### config.mk
export PLATFORM = sky130hd
export DESIGN_NAME = sync_fifo_sa_flat
export DESIGN_NICKNAME = d
export VERILOG_FILES = /design/src/rtl/sync_fifo_sa_if.sv /design/src/rtl/sync_fifo_sa.sv /design/src/flat_wrapper.sv
export SDC_FILE = /design/constraint.sdc
export NUM_CORES = 1
export LEC_CHECK = 0
export ABC_AREA = 1
export CAP_MARGIN = 15
export CORE_ASPECT_RATIO = 1.5
export CORE_MARGIN = 2
export CORE_UTILIZATION = 65
export CTS_BUF_LIST = sky130_fd_sc_hd__clkbuf_8
export DETAILED_ROUTE_END_ITERATION = 10
export HOLD_SLACK_MARGIN = 0.05
export PLACE_DENSITY = 0.91
export SLEW_MARGIN = 40
export SYNTH_ARGS = -nofsm -noshare
export SYNTH_HDL_FRONTEND = slang
export SYNTH_SLANG_ARGS = --single-unit
### constraint.sdc
create_clock -name clk_i -period 4.33 [get_ports clk_i]
set_input_delay 0.6495 -clock clk_i [delete_from_list [all_inputs] [get_ports clk_i]]
set_output_delay 0.6495 -clock clk_i [all_outputs]
set_load 0.01 [all_outputs]
### src/rtl/sync_fifo_sa_if.sv
// Purpose: write/read request and status bundle for sync_fifo_sa.
// Latency: none; plain wires between producer/consumer and the FIFO.
// Backpressure: full_o/empty_o tell the master when requests will be dropped.
interface sync_fifo_sa_if #(
  parameter int DWIDTH = 8,
  parameter int AWIDTH = 4
);
  logic [DWIDTH-1:0] data_i;
  logic              wrreq_i;
  logic              rdreq_i;
  logic [DWIDTH-1:0] q_o;
  logic              empty_o;
  logic              full_o;
  logic [AWIDTH:0]   usedw_o;
  logic              almost_full_o;
  logic              almost_empty_o;

  modport master (
    output data_i, wrreq_i, rdreq_i,
    input  q_o, empty_o, full_o, usedw_o, almost_full_o, almost_empty_o
  );

  modport slave (
    input  data_i, wrreq_i, rdreq_i,
    output q_o, empty_o, full_o, usedw_o, almost_full_o, almost_empty_o
  );
endinterface

### src/rtl/sync_fifo_sa.sv
// Purpose: single-clock FIFO on an inferred block RAM, normal or show-ahead read.
// Latency: normal q_o valid one edge after the accepting edge; show-ahead head visible two edges after a write into empty.
// Backpressure: writes while full_o and reads while empty_o are dropped with no state change.
module sync_fifo_sa #(
  parameter int DWIDTH       = 8,
  parameter int AWIDTH       = 4,
  parameter int SHOWAHEAD    = 0,
  parameter int ALMOST_FULL  = 2**AWIDTH-2,
  parameter int ALMOST_EMPTY = 2
) (
  input  logic          clk_i,
  input  logic          rst_n_i,
  input  logic          srst_i,
  sync_fifo_sa_if.slave fifo
);

  localparam int                DEPTH   = 2**AWIDTH;
  localparam logic [AWIDTH:0]   DEPTH_W = (AWIDTH+1)'(DEPTH);
  localparam logic [AWIDTH:0]   AF_LVL  = (AWIDTH+1)'(ALMOST_FULL);
  localparam logic [AWIDTH:0]   AE_LVL  = (AWIDTH+1)'(ALMOST_EMPTY);
  localparam logic [AWIDTH:0]   ONE_W   = (AWIDTH+1)'(1);
  localparam logic [AWIDTH-1:0] ONE_P   = AWIDTH'(1);

  logic [DWIDTH-1:0] mem [DEPTH];

  logic [AWIDTH-1:0] wr_ptr;
  logic [AWIDTH-1:0] rd_ptr;
  logic [AWIDTH:0]   usedw;
  logic [AWIDTH:0]   usedw_nxt;
  logic              full_r;
  logic              af_r;
  logic              ae_r;
  logic              wr_acc;
  logic              rd_acc;
  logic              rd_adv;     // RAM read pointer moves on (mode dependent)
  logic              empty_w;
  logic [DWIDTH-1:0] q_w;

  assign wr_acc = fifo.wrreq_i && !full_r;
  assign rd_acc = fifo.rdreq_i && !empty_w;

  assign fifo.q_o            = q_w;
  assign fifo.empty_o        = empty_w;
  assign fifo.full_o         = full_r;
  assign fifo.usedw_o        = usedw;
  assign fifo.almost_full_o  = af_r;
  assign fifo.almost_empty_o = ae_r;

  // Next fill level: a simultaneous accepted read and write cancel out.
  always_comb begin
    usedw_nxt = usedw;
    if (wr_acc && !rd_acc) begin
      usedw_nxt = usedw + ONE_W;
    end else if (rd_acc && !wr_acc) begin
      usedw_nxt = usedw - ONE_W;
    end
  end

  // Pointers, fill count and registered level flags.
  always_ff @(posedge clk_i or negedge rst_n_i) begin
    if (!rst_n_i) begin
      wr_ptr <= '0;
      rd_ptr <= '0;
      usedw  <= '0;
      full_r <= 1'b0;
      af_r   <= 1'b0;
      ae_r   <= 1'b1;
    end else if (srst_i) begin
      wr_ptr <= '0;
      rd_ptr <= '0;
      usedw  <= '0;
      full_r <= 1'b0;
      af_r   <= 1'b0;
      ae_r   <= 1'b1;
    end else begin
      if (wr_acc) wr_ptr <= wr_ptr + ONE_P;
      if (rd_adv) rd_ptr <= rd_ptr + ONE_P;
      usedw  <= usedw_nxt;
      full_r <= (usedw_nxt == DEPTH_W);
      af_r   <= (usedw_nxt >= AF_LVL);
      ae_r   <= (usedw_nxt <  AE_LVL);
    end
  end

  // RAM write port; a write coinciding with reset or clear is dropped.
  always_ff @(posedge clk_i) begin
    if (wr_acc && rst_n_i && !srst_i) begin
      mem[wr_ptr] <= fifo.data_i;
    end
  end

  if (SHOWAHEAD != 0) begin : g_sa
    // ram stage: prefetched word behind the head; out stage: the visible head.
    logic [DWIDTH-1:0] ram_q;
    logic [DWIDTH-1:0] out_q;
    logic              ram_vld;
    logic              out_vld;
    logic [AWIDTH:0]   mem_cnt;
    logic              ram_to_out;
    logic              ram_free;
    logic              fetch_mem;
    logic              fetch_byp;
    logic              out_byp;

    // Words still only in the RAM array, not yet pulled into either stage.
    assign mem_cnt    = usedw - {{AWIDTH{1'b0}}, ram_vld} - {{AWIDTH{1'b0}}, out_vld};
    assign ram_to_out = ram_vld && (rd_acc || !out_vld);
    assign ram_free   = !ram_vld || ram_to_out;
    // Only word left is being read while another arrives: hand it straight to the head.
    assign out_byp    = rd_acc && !ram_vld && (mem_cnt == '0) && wr_acc;
    assign fetch_mem  = ram_free && (mem_cnt != '0);
    // Once the head is (becoming) visible, a write with nothing queued in RAM skips the
    // RAM latency so the prefetch slot stays full; a write into an empty FIFO does not.
    assign fetch_byp  = ram_free && (mem_cnt == '0) && wr_acc &&
                        (out_vld || ram_to_out) && !out_byp;
    assign rd_adv     = fetch_mem || fetch_byp || out_byp;
    assign empty_w    = !out_vld;
    assign q_w        = out_q;

    // Prefetch register (registered RAM read) and head holding register.
    always_ff @(posedge clk_i or negedge rst_n_i) begin
      if (!rst_n_i) begin
        ram_q   <= '0;
        ram_vld <= 1'b0;
        out_q   <= '0;
        out_vld <= 1'b0;
      end else if (srst_i) begin
        ram_q   <= '0;
        ram_vld <= 1'b0;
        out_q   <= '0;
        out_vld <= 1'b0;
      end else begin
        if (fetch_mem) begin
          ram_q   <= mem[rd_ptr];
          ram_vld <= 1'b1;
        end else if (fetch_byp) begin
          ram_q   <= fifo.data_i;
          ram_vld <= 1'b1;
        end else if (ram_to_out) begin
          ram_vld <= 1'b0;
        end

        if (out_byp) begin
          out_q   <= fifo.data_i;
          out_vld <= 1'b1;
        end else if (!out_vld || rd_acc) begin
          out_vld <= ram_vld;
          if (ram_vld) out_q <= ram_q;
        end
      end
    end
  end else begin : g_norm
    logic [DWIDTH-1:0] ram_q;
    logic [DWIDTH-1:0] out_q;
    logic              rd_d;
    logic              empty_r;

    assign rd_adv  = rd_acc;
    assign empty_w = empty_r;
    assign q_w     = out_q;

    // Registered RAM read, then output register that holds until the next read.
    always_ff @(posedge clk_i or negedge rst_n_i) begin
      if (!rst_n_i) begin
        ram_q   <= '0;
        out_q   <= '0;
        rd_d    <= 1'b0;
        empty_r <= 1'b1;
      end else if (srst_i) begin
        ram_q   <= '0;
        out_q   <= '0;
        rd_d    <= 1'b0;
        empty_r <= 1'b1;
      end else begin
        if (rd_acc) ram_q <= mem[rd_ptr];
        rd_d    <= rd_acc;
        if (rd_d) out_q <= ram_q;
        empty_r <= (usedw_nxt == '0);
      end
    end
  end

endmodule

### src/flat_wrapper.sv
// flat-port wrapper written by rule: the top's interface ports become plain ports
module sync_fifo_sa_flat 
#(
  parameter int DWIDTH       = 8,
  parameter int AWIDTH       = 4,
  parameter int SHOWAHEAD    = 0,
  parameter int ALMOST_FULL  = 2**AWIDTH-2,
  parameter int ALMOST_EMPTY = 2
)
  (clk_i, rst_n_i, srst_i, fifo_data_i, fifo_wrreq_i, fifo_rdreq_i, fifo_q_o, fifo_empty_o, fifo_full_o, fifo_usedw_o, fifo_almost_full_o, fifo_almost_empty_o);
  sync_fifo_sa_if #(.DWIDTH(DWIDTH), .AWIDTH(AWIDTH)) fifo_i ();
  input  logic clk_i;
  input  logic rst_n_i;
  input  logic srst_i;
  input wire logic [$bits(fifo_i.data_i)-1:0] fifo_data_i;
  input wire logic [$bits(fifo_i.wrreq_i)-1:0] fifo_wrreq_i;
  input wire logic [$bits(fifo_i.rdreq_i)-1:0] fifo_rdreq_i;
  output wire logic [$bits(fifo_i.q_o)-1:0] fifo_q_o;
  output wire logic [$bits(fifo_i.empty_o)-1:0] fifo_empty_o;
  output wire logic [$bits(fifo_i.full_o)-1:0] fifo_full_o;
  output wire logic [$bits(fifo_i.usedw_o)-1:0] fifo_usedw_o;
  output wire logic [$bits(fifo_i.almost_full_o)-1:0] fifo_almost_full_o;
  output wire logic [$bits(fifo_i.almost_empty_o)-1:0] fifo_almost_empty_o;
  assign fifo_i.data_i = fifo_data_i;
  assign fifo_i.wrreq_i = fifo_wrreq_i;
  assign fifo_i.rdreq_i = fifo_rdreq_i;
  assign fifo_q_o = fifo_i.q_o;
  assign fifo_empty_o = fifo_i.empty_o;
  assign fifo_full_o = fifo_i.full_o;
  assign fifo_usedw_o = fifo_i.usedw_o;
  assign fifo_almost_full_o = fifo_i.almost_full_o;
  assign fifo_almost_empty_o = fifo_i.almost_empty_o;
  sync_fifo_sa #(.DWIDTH(DWIDTH), .AWIDTH(AWIDTH), .SHOWAHEAD(SHOWAHEAD), .ALMOST_FULL(ALMOST_FULL), .ALMOST_EMPTY(ALMOST_EMPTY)) u_core (.clk_i(clk_i), .rst_n_i(rst_n_i), .srst_i(srst_i), .fifo(fifo_i));
endmodule
==> impl_metrics.ini, run 1 <==
[timing]
finalSetupTns_ps = 0
max-slew-margin-rel = 0.4792
max_freq_mhz = 356.8
hold-worst-slack_ps = 498.3
slew_viol_final = 0
finalCriticalPeriod_ps = 2803
post-route-period-util = 0.6473
worst_pin_slew_ps = 778.8
setup_viol = 0
hold_viol_final = 0
final.setup_skew_ps = 12.52
rsz0062_at_grt = false

[power_and_ir_drop]
power_switching_w = 0.0009590
max-vdd-ir-drop_mv = 0.3514
internal_power_w = 0.002492
clockPowerShare = 0.318
p_leak_nw = 2.776
pwr-share-seq = 0.517
power.share.switching = 0.2779
p_per_area_nw_per_um2 = 461.6
combPwrFrac = 0.166

[cells_and_area]
nets = 665
seq_area_um2 = 4698
syn_to_final_growth_pct = 10.06
fin_area_um2 = 7476
diodes = 0
drive_gt1_frac = 0.06535
multiInputGateArea_um2 = 1812
fill_cells = 637
stdcell_count = 775

[grt]
grt_pass1_vias = 4605
grt_pass1_wl_mm = 23.55
grt-ovfl-total = 0
grt_max_degree = 68
track_usage = 0.2860
antenna_found_initial = 0

[routing]
via_per_inst = 6.240
drt-pass1-iter-count = 6
drc = 0
first_iter_violations = 675
wl_mm = 15.34
postRouteAntennaNets = 0
avgRoutedWirePerCell_um = 19.79
vias = 4836

[setup_path]
worst-r2r-cell-count = 8
arrival_ps = 3130
r2r_slack_ps = 1530
path_max_fanout = 67
r2r_end = u_core.g_norm.ram_q[0]$_DFFE_PN0P_
crit_path_start_kind = flop
critPathCaptureType = flop
worstSetupPathType = reg -> reg
reg2reg_from = u_core.rd_ptr[0]$_DFFE_PN0P_
crit_required_ps = 4660

[run]
drv_cap = 0

[placement]
post_dp_cell_area_um2 = 7074
io_buffers = 29
routabilityCongestion = 0.9566
place_hpwl_mm = 10.15
place_inst = 743

[logic_synthesis]
ys_ff_latch = 162
ys_seq_area_frac = 0.6915
synth.avg_cell_area_um2 = 10.90
yosys_warnings = 0
synth_fp_nets = 643
synth.distinct_cells = 29
syn_area_um2 = 6793
synthCells = 623

[clocking]
cts.repair.resized = 0
clkSlewWorstSetupHoldPaths_ps = 80
cts_setup_buffers = 0
clock_path_buffers = 2
cts_made_buffers = 17
cts_tree = done
postCtsHoldBufs = 0
root_buffer = clkbuf_8
clock_sinks = 162
clock_latency_ps = 440
cts.htree.levels = 4

[status]
status = finished, final reports clean

[worst_hold_path]
min_to = u_core.g_norm.ram_q[2]$_DFFE_PN0P_
holdPathStages = 2
hold_start = u_core.g_norm.ram_q[2]$_DFFE_PN0P_
min_path_type = reg -> reg

[floorplan]
die_area_um2 = 11300
dieHeight_um = 129.2
coreArea_um2 = 10130
start_util = 0.6702
row_count = 45
ios = 30
die_w_um = 87.47
==> worst max-delay path, stage by stage (launching register included) <==
cell and delay (ps):
dfrtp_2 350, buf_4 540, clkinv_2 770, o21ai_0 550, nand3_1 140, nand3_1 130
nand2_1 80, nand2_1 60, nand2_1 50
==> placed cells by master (no fill, tap or decap) <==
cell             count
a211oi_1             1
a21oi_1              8
a21oi_2              1
buf_4                3
bufinv_16            3
clkbuf_8            17
clkdlybuf4s50_1     29
clkinv_1             4
clkinv_2             2
clkinv_4             1
clkinvlp_4           4
dfrtp_1             31
dfrtp_2              1
dfstp_2              2
edfxtp_1           128
ha_1                 7
inv_1               24
inv_2                3
inv_6                2
nand2_1             75
nand2_2              1
nand3_1             67
nand3b_1             1
nand4_1              3
nor2_1             156
nor2_2               1
nor2_4               1
nor3_1               2
o21ai_0             65
o21ai_1             13
or2_2                1
xor2_1               1
==> cell usage after synthesis, drive strengths merged <==
cell | n | area, um2
edfxtp | 128 | 3844
a21oi | 9 | 48.80
nor3 | 2 | 10.01
buf | 18 | 133.9
inv | 26 | 97.59
clkinv | 2 | 7.510
ha | 7 | 87.58
nand3 | 67 | 335.3
nand4 | 3 | 18.77
nand3b | 1 | 7.510
clkbuf | 11 | 45.04
dfrtp | 32 | 800.8
nand2 | 76 | 287.8
or2 | 1 | 6.260
dfstp | 2 | 52.55
o21ai | 78 | 390.4
a211oi | 1 | 7.510
xor2 | 1 | 8.760
nor2 | 158 | 603.1
==> cells by family (layout without fill, tap and decap cells) <==
kind of cell               after synthesis  after routing  share of synthesized area
xor gates and xnor gates                 1              1                   0.001290
adders and majority gates                7              7                    0.01289
and+or+nand+nor                        308            308                     0.1868
DFF                                    162            162                     0.6915
buffers and inverters                   57             92                    0.04181
AOI/OAI and AO/OA                       88             88                    0.06576
==> power groups by stage <==
stage          sequential (W)  clock, W  combinational, W
2_1_floorplan         0.00182         0          0.000361
3_3_place_gp          0.00181         0          0.000543
3_5_place_dp          0.00182         0          0.000556
4_1_cts               0.00178   0.00109          0.000561
5_1_grt               0.00179   0.00117          0.000620
6_report              0.00178   0.00110          0.000571
==> stage by stage <==
stage / total power, W / setup WS, ps / utilization
after floorplan: 0.002180 / 2302 / -
after global placement: 0.002356 / 1320 / 0.6980
after detailed placement: 0.002372 / 1198 / 0.6980
after CTS: 0.003438 / 1670 / 0.7375
after global routing: 0.003578 / 1354 / 0.7377
final: 0.003451 / 1527 / 0.7377
==> flip-flops by register name, summed over array words and instances (netlist names) <==
| register | count |
|---|---|
| u_core.mem | 128 |
| u_core.fifo.q_o | 8 |
| u_core.g_norm.ram_q | 8 |
| u_core.fifo.usedw_o | 5 |
| u_core.rd_ptr | 4 |
| u_core.wr_ptr | 4 |
| u_core.fifo.almost_empty_o | 1 |
| u_core.fifo.almost_full_o | 1 |
| u_core.fifo.empty_o | 1 |
| u_core.fifo.full_o | 1 |
| u_core.g_norm.rd_d | 1 |
==> metal layers <==
| layer | global-route usage | routed length [um] | vias to the layer above |
|---|---|---|---|
| met5 | 0 | 0 | - |
| met4 | 0.1575 | 903 | 0 |
| met2 | 0.5018 | 7891 | 307 |
| met1 | 0.3284 | 5400 | 2272 |
| li1 | - | - | 2176 |
| met3 | 0.04841 | 1144 | 81 |
==> how the worst max path moves through the flow <==
stage	start	endpoint	slack [ps]	cells past startpoint
after floorplan	srst_i	u_core.mem[4][0]$_DFFE_PP_	2300	6
after global placement	srst_i	u_core.mem[14][1]$_DFFE_PP_	1320	6
after detailed placement	srst_i	u_core.mem[12][0]$_DFFE_PP_	1200	6
after CTS	srst_i	u_core.mem[12][4]$_DFFE_PP_	1670	6
after global routing	u_core.rd_ptr[0]$_DFFE_PN0P_	u_core.g_norm.ram_q[2]$_DFFE_PN0P_	1350	8
final	u_core.rd_ptr[0]$_DFFE_PN0P_	u_core.g_norm.ram_q[0]$_DFFE_PN0P_	1530	8
==> cell type report <==
cell class                 instances  share of cell area
timing repair buffer              32             0.04184
inverter                          28             0.01423
clock buffer                      17             0.03130
tap                              117             0.01958
sequential                       162              0.6285
multi-input combinational        404              0.2423
clock inverter                    15             0.02226
Note: power is estimated with default switching activity, not from simulation.
==> inputs of run 2 (changes only) <==
--- a/config.mk
+++ b/config.mk
@@ -9,11 +9,11 @@
 export CAP_MARGIN = 15
 export CORE_ASPECT_RATIO = 1.5
 export CORE_MARGIN = 2
-export CORE_UTILIZATION = 65
+export CORE_UTILIZATION = 62
 export CTS_BUF_LIST = sky130_fd_sc_hd__clkbuf_8
 export DETAILED_ROUTE_END_ITERATION = 10
 export HOLD_SLACK_MARGIN = 0.05
-export PLACE_DENSITY = 0.91
+export PLACE_DENSITY = 0.87
 export SLEW_MARGIN = 40
 export SYNTH_ARGS = -nofsm -noshare
 export SYNTH_HDL_FRONTEND = slang
==> constraint.sdc (replaced) <==
create_clock -name clk_i -period 2.8 [get_ports clk_i]
set_input_delay 0.42 -clock clk_i [delete_from_list [all_inputs] [get_ports clk_i]]
set_output_delay 0.42 -clock clk_i [all_outputs]
set_load 0.01 [all_outputs]
==> run 2 against run 1 <==
Compared with the run above:
- clock skew decreased by 0.69 ps
- die area is 4.7% higher
- maximum frequency increased by 33%
- clock power up 63%
- cell area grew 2.6%
- sequential cell count unchanged
- global-route usage fell by 1.2 points
- first-iteration DRC count is 19% lower
- wire length grew 0.19%
- non-clock buffer count up 19
- power grew 58%
- highest routed layer unchanged
==> impl_metrics.ini, run 2 (synthesized netlist as in run 1, its figures left out) <==
[routing]
via_per_inst = 5.930
drt-pass1-iter-count = 8
drc = 0
avgRoutedWirePerCell_um = 18.74
wl_mm = 15.37
postRouteAntennaNets = 0
first_iter_violations = 546
vias = 4863

[floorplan]
row_count = 46
ios = 30
dieHeight_um = 132.2
die_w_um = 89.47
coreArea_um2 = 10650
start_util = 0.6380
die_area_um2 = 11830

[timing]
finalSetupTns_ps = 0
hold-worst-slack_ps = 451.2
setup_viol = 0
rsz0062_at_grt = false
setup_slack_ps = 698.4
max_freq_mhz = 475.8
worst_pin_slew_ps = 823.8
final.setup_skew_ps = 11.83
max-slew-margin-rel = 0.4491
hold_viol_final = 0
post-route-period-util = 0.7506
slew_viol_final = 0
finalCriticalPeriod_ps = 2102

[setup_path]
critPathCaptureType = flop
reg2reg_from = u_core.rd_ptr[0]$_DFFE_PN0P_
crit_required_ps = 3150
crit_path_start_kind = flop
critPathLaunch = u_core.rd_ptr[0]$_DFFE_PN0P_
r2r_end = u_core.g_norm.ram_q[0]$_DFFE_PN0P_
r2r_slack_ps = 700
worst-r2r-cell-count = 7
endpoint = u_core.g_norm.ram_q[0]$_DFFE_PN0P_
arrival_ps = 2450
worstSetupPathType = reg -> reg
path_max_fanout = 66

[grt]
grt_pass1_vias = 4536
grt-ovfl-total = 0
grt_max_degree = 67
track_usage = 0.2743
antenna_found_initial = 0
grt_pass1_wl_mm = 23.25

[power_and_ir_drop]
p_per_area_nw_per_um2 = 709.4
max-vdd-ir-drop_mv = 0.3955
p_leak_nw = 2.884
total_power_w = 0.005444

[worst_hold_path]
min_path_type = in -> async

[cells_and_area]
seq_area_um2 = 4698
top_register = u_core.mem
diodes = 0
syn_to_final_growth_pct = 12.97
multiInputGateArea_um2 = 1812
drive_gt1_frac = 0.09172
mostFrequentLayoutCells = nor2_1 (156), edfxtp_1 (128), nand2_1 (75)
fill_cells = 692
fin_area_um2 = 7674
layout_commonest_cell = nor2_1
nets = 684
largest_reg_flops = 128

[placement]
routabilityCongestion = 1.026
post_dp_cell_area_um2 = 7251
io_buffers = 29
place_ws_ps = 474.8
place_hpwl_mm = 10.27

[clocking]
clock_path_buffers = 2
clkSlewWorstSetupHoldPaths_ps = 90
cts_setup_buffers = 0
postCtsHoldBufs = 0
cts.repair.resized = 0
cts_tree = done
root_buffer = clkbuf_8
cts.htree.levels = 4
clock_latency_ps = 460
clock_sinks = 162
cts_made_buffers = 17

[status]
status = finished, final reports clean

[run]
drv_cap = 0
run 2: cell count changes in the layout (fill, tap and decap cells not counted), sizes merged:
cell	before	now
bufinv	3	4
buf	3	22
clkinv	7	5
run 2: cell type report:
class | instances | share of cell area
well taps | 144 | 0.02348
clock inverters | 14 | 0.02446
repair buffers | 51 | 0.05935
flip-flops and latches | 162 | 0.6123
clock buffers | 17 | 0.03049
inverters | 28 | 0.01386
multi-input cells | 404 | 0.2361
run 2: metrics by stage:
stage	utilization	instances
finish	0.7207	820
global route	0.7207	820
CTS	0.7206	820
detailed placement	0.6810	789
global placement	0.6810	789
floorplan	-	623
run 2: per-layer routing:
metal / wire length, um / track usage / vias to the layer above / share of wire
li1: - / - / 2214 / -
met1: 5349 / 0.3275 / 2310 / 0.35
met2: 8229 / 0.4626 / 273 / 0.54
met3: 1062 / 0.05448 / 66 / 0.069
met4: 727 / 0.1360 / 0 / 0.047
met5: 0 / 0 / - / 0
run 2: how the worst min path moves through the flow:
stage                                                  start                                  end  slack (ps)  cells past startpoint
after floorplan                                      rst_n_i  u_core.fifo.almost_full_o$_DFF_PN0_         120                      0
after global placement    u_core.g_norm.ram_q[2]$_DFFE_PN0P_   u_core.g_norm.ram_q[2]$_DFFE_PN0P_         460                      2
after detailed placement  u_core.g_norm.ram_q[0]$_DFFE_PN0P_   u_core.g_norm.ram_q[0]$_DFFE_PN0P_         470                      2
after CTS                                            rst_n_i   u_core.g_norm.ram_q[6]$_DFFE_PN0P_         460                      2
after global routing                                 rst_n_i       u_core.fifo.q_o[6]$_DFFE_PN0P_         500                      2
final                                                rst_n_i   u_core.g_norm.ram_q[2]$_DFFE_PN0P_         450                      2
run 2: where the power goes:
group | switching [W] | internal [W] | leakage [nW]
Combinational | 0.000593 | 0.000301 | 1.08
Sequential | 0.0000727 | 0.00269 | 1.61
Clock | 0.000829 | 0.000963 | 0.201
Total | 0.00149 | 0.00395 | 2.88
run 2: worst max-delay path, stage by stage (launching register included):
cell	delay, ps
dfrtp_2	390
clkinv_2	530
o21ai_0	550
nand3_1	170
nand3_1	140
nand2_1	80
nand2_1	60
nand2_1	50
==> inputs of run 3 (changes only) <==
--- a/config.mk
+++ b/config.mk
@@ -9,11 +9,11 @@
 export CAP_MARGIN = 15
 export CORE_ASPECT_RATIO = 1.5
 export CORE_MARGIN = 2
-export CORE_UTILIZATION = 62
+export CORE_UTILIZATION = 56
 export CTS_BUF_LIST = sky130_fd_sc_hd__clkbuf_8
 export DETAILED_ROUTE_END_ITERATION = 10
 export HOLD_SLACK_MARGIN = 0.05
-export PLACE_DENSITY = 0.87
+export PLACE_DENSITY = 0.84
 export SLEW_MARGIN = 40
 export SYNTH_ARGS = -nofsm -noshare
 export SYNTH_HDL_FRONTEND = slang
==> constraint.sdc (replaced) <==
create_clock -name clk_i -period 1.8 [get_ports clk_i]
set_input_delay 0.27 -clock clk_i [delete_from_list [all_inputs] [get_ports clk_i]]
set_output_delay 0.27 -clock clk_i [all_outputs]
set_load 0.01 [all_outputs]
==> run 3 against run 2 <==
Compared with the run above:
- clock power grew 60%
- non-clock buffer count up 18
- sequential cell count stayed put
- utilization is 6.0 points lower
- register-to-register slack got worse by 650 ps
- combinational power increased by 60%
- wire length rose by 5.2%
- worst setup slack worse by 650 ps
- global-route usage decreased by 1.7 points
- first-iteration DRC count is 18% lower
- critical path type is now reg -> out
- largest cell class unchanged
==> impl_metrics.ini, run 3 (synthesized netlist as in run 1, its figures left out) <==
[clocking]
cts_setup_buffers = 0
cts_tree = done
cts.htree.levels = 4
cts_made_buffers = 17
clock_latency_ps = 450
clkSlewWorstSetupHoldPaths_ps = 80
clock_path_buffers = 2
clock_sinks = 162
root_buffer = clkbuf_8

[setup_path]
crit_required_ps = 1530
arrival_ps = 1480
path_cells = clkdlybuf4s50_1
worst_path_max_delay_cell = dfstp_2
critPathCaptureType = output pin
path_max_fanout = 1
critical_path_buf_inv_count = 1
max_stage_delay_ps = 520
cp_top_family = flip-flops
worstSetupPathType = reg -> out
crit_path_start_kind = flop

[routing]
vias = 4904
drt-pass1-iter-count = 5
via_per_inst = 5.783
postRouteAntennaNets = 0
avgRoutedWirePerCell_um = 19.07
drc = 0
first_iter_violations = 449
wl_mm = 16.17

[floorplan]
start_util = 0.5711
row_count = 49
die_area_um2 = 13050
coreArea_um2 = 11890
dieHeight_um = 138.9
die_w_um = 93.93
ios = 30

[cells_and_area]
diodes = 0
largest_reg_flops = 128
fin_util = 0.6610
fill_cells = 844
layout_commonest_cell = nor2_1
syn_to_final_growth_pct = 15.73
nets = 702
mostFrequentLayoutCells = nor2_1 (156), edfxtp_1 (128), nand2_1 (75)
top_register = u_core.mem
drive_gt1_frac = 0.1209

[status]
status = finished, final reports clean

[grt]
grt-ovfl-total = 0
grt_pass1_vias = 4861
grt_pass1_wl_mm = 24.44
track_usage = 0.2575
grt_max_degree = 49
antenna_found_initial = 0

[timing]
slew_viol_final = 0
worst_pin_slew_ps = 564.7
max-slew-margin-rel = 0.6221
post-route-period-util = 0.9743
hold_viol_final = 0
final.setup_skew_ps = 10.12
max_freq_mhz = 570.2
rsz0062_at_grt = false
finalCriticalPeriod_ps = 1754
setup_viol = 0

[placement]
place_hpwl_mm = 11.12
routabilityCongestion = 0.9126
io_buffers = 29

[run]
drv_cap = 0

[power_and_ir_drop]
p_leak_nw = 2.982
p_per_area_nw_per_um2 = 1094
max-vdd-ir-drop_mv = 0.7482
total_power_w = 0.008602

[worst_hold_path]
min_path_type = in -> async
[run 3: cell count changes in the layout (fill, tap and decap cells not counted), sizes merged]
cell           change
buf               +18
dlygate4sd2        +1
clkdlybuf4s50      -1
inv                -1
clkbuf             +2
[run 3: path summary, 6_finish.rpt]
kind | from | end | slack (ps) | depth (start not counted)
worst max-delay path | u_core.fifo.almost_empty_o$_DFF_PN1_ | fifo_almost_empty_o | 50 | 1
worst min-delay path | rst_n_i | u_core.fifo.q_o[3]$_DFFE_PN0P_ | 290 | 2
worst max register to register | u_core.rd_ptr[0]$_DFFE_PN0P_ | u_core.g_norm.ram_q[4]$_DFFE_PN0P_ | 50 | 8
worst min register to register | u_core.g_norm.ram_q[7]$_DFFE_PN0P_ | u_core.g_norm.ram_q[7]$_DFFE_PN0P_ | 490 | 2
max in group asynchronous | rst_n_i | u_core.fifo.empty_o$_DFF_PN1_ | 1170 | 2
min in group clk_i | u_core.g_norm.ram_q[7]$_DFFE_PN0P_ | u_core.g_norm.ram_q[7]$_DFFE_PN0P_ | 490 | 2
[run 3: cell type report]
class,count,area [um2],area share
Sequential cell,162,4702,0.5981
Multi-Input combinational cell,404,1812,0.2305
Timing Repair Buffer,69,605.6,0.07703
Clock buffer,19,261.5,0.03326
Tap cell,153,191.4,0.02435
Clock inverter,13,183.9,0.02340
Inverter,28,105.1,0.01337
[run 3: what timing repair did]
item	in CTS	in global routing
resized for setup	1	5
setup endpoints to repair	1	7
hold buffers	0	0
cloned	0	0
pin swaps	0	0
[run 3: where the power goes]
| part | total, W | internal, W | switching, W |
|---|---|---|---|
| Combinational | 0.00143 | 0.000522 | 0.000911 |
| Clock | 0.00286 | 0.00158 | 0.00128 |
| Sequential | 0.00431 | 0.00418 | 0.000126 |
| Total | 0.00860 | 0.00628 | 0.00232 |
[run 3: metal layers]
metal	vias to the layer above	global-route usage	part of all wire
li1	2251	-	-
met2	249	0.4421	0.52
met5	-	0	0
met3	77	0.04348	0.054
met1	2327	0.2861	0.36
met4	0	0.1754	0.067
[run 3: metrics by stage]
step / hold WS (ps) / setup TNS (ps) / cells / setup WS [ps] / instance area [um2]
global placement: 466.3 / -15100 / 816 / -158.6 / 7410
floorplan: -25.59 / 0 / 623 / 121.1 / 6793
global route: 342.5 / 0 / 848 / 3.870 / 7861
CTS: 307.3 / 0 / 848 / 12.49 / 7854
finish: 287.1 / 0 / 848 / 46.29 / 7861
detailed placement: 466.8 / -17690 / 816 / -217.8 / 7410
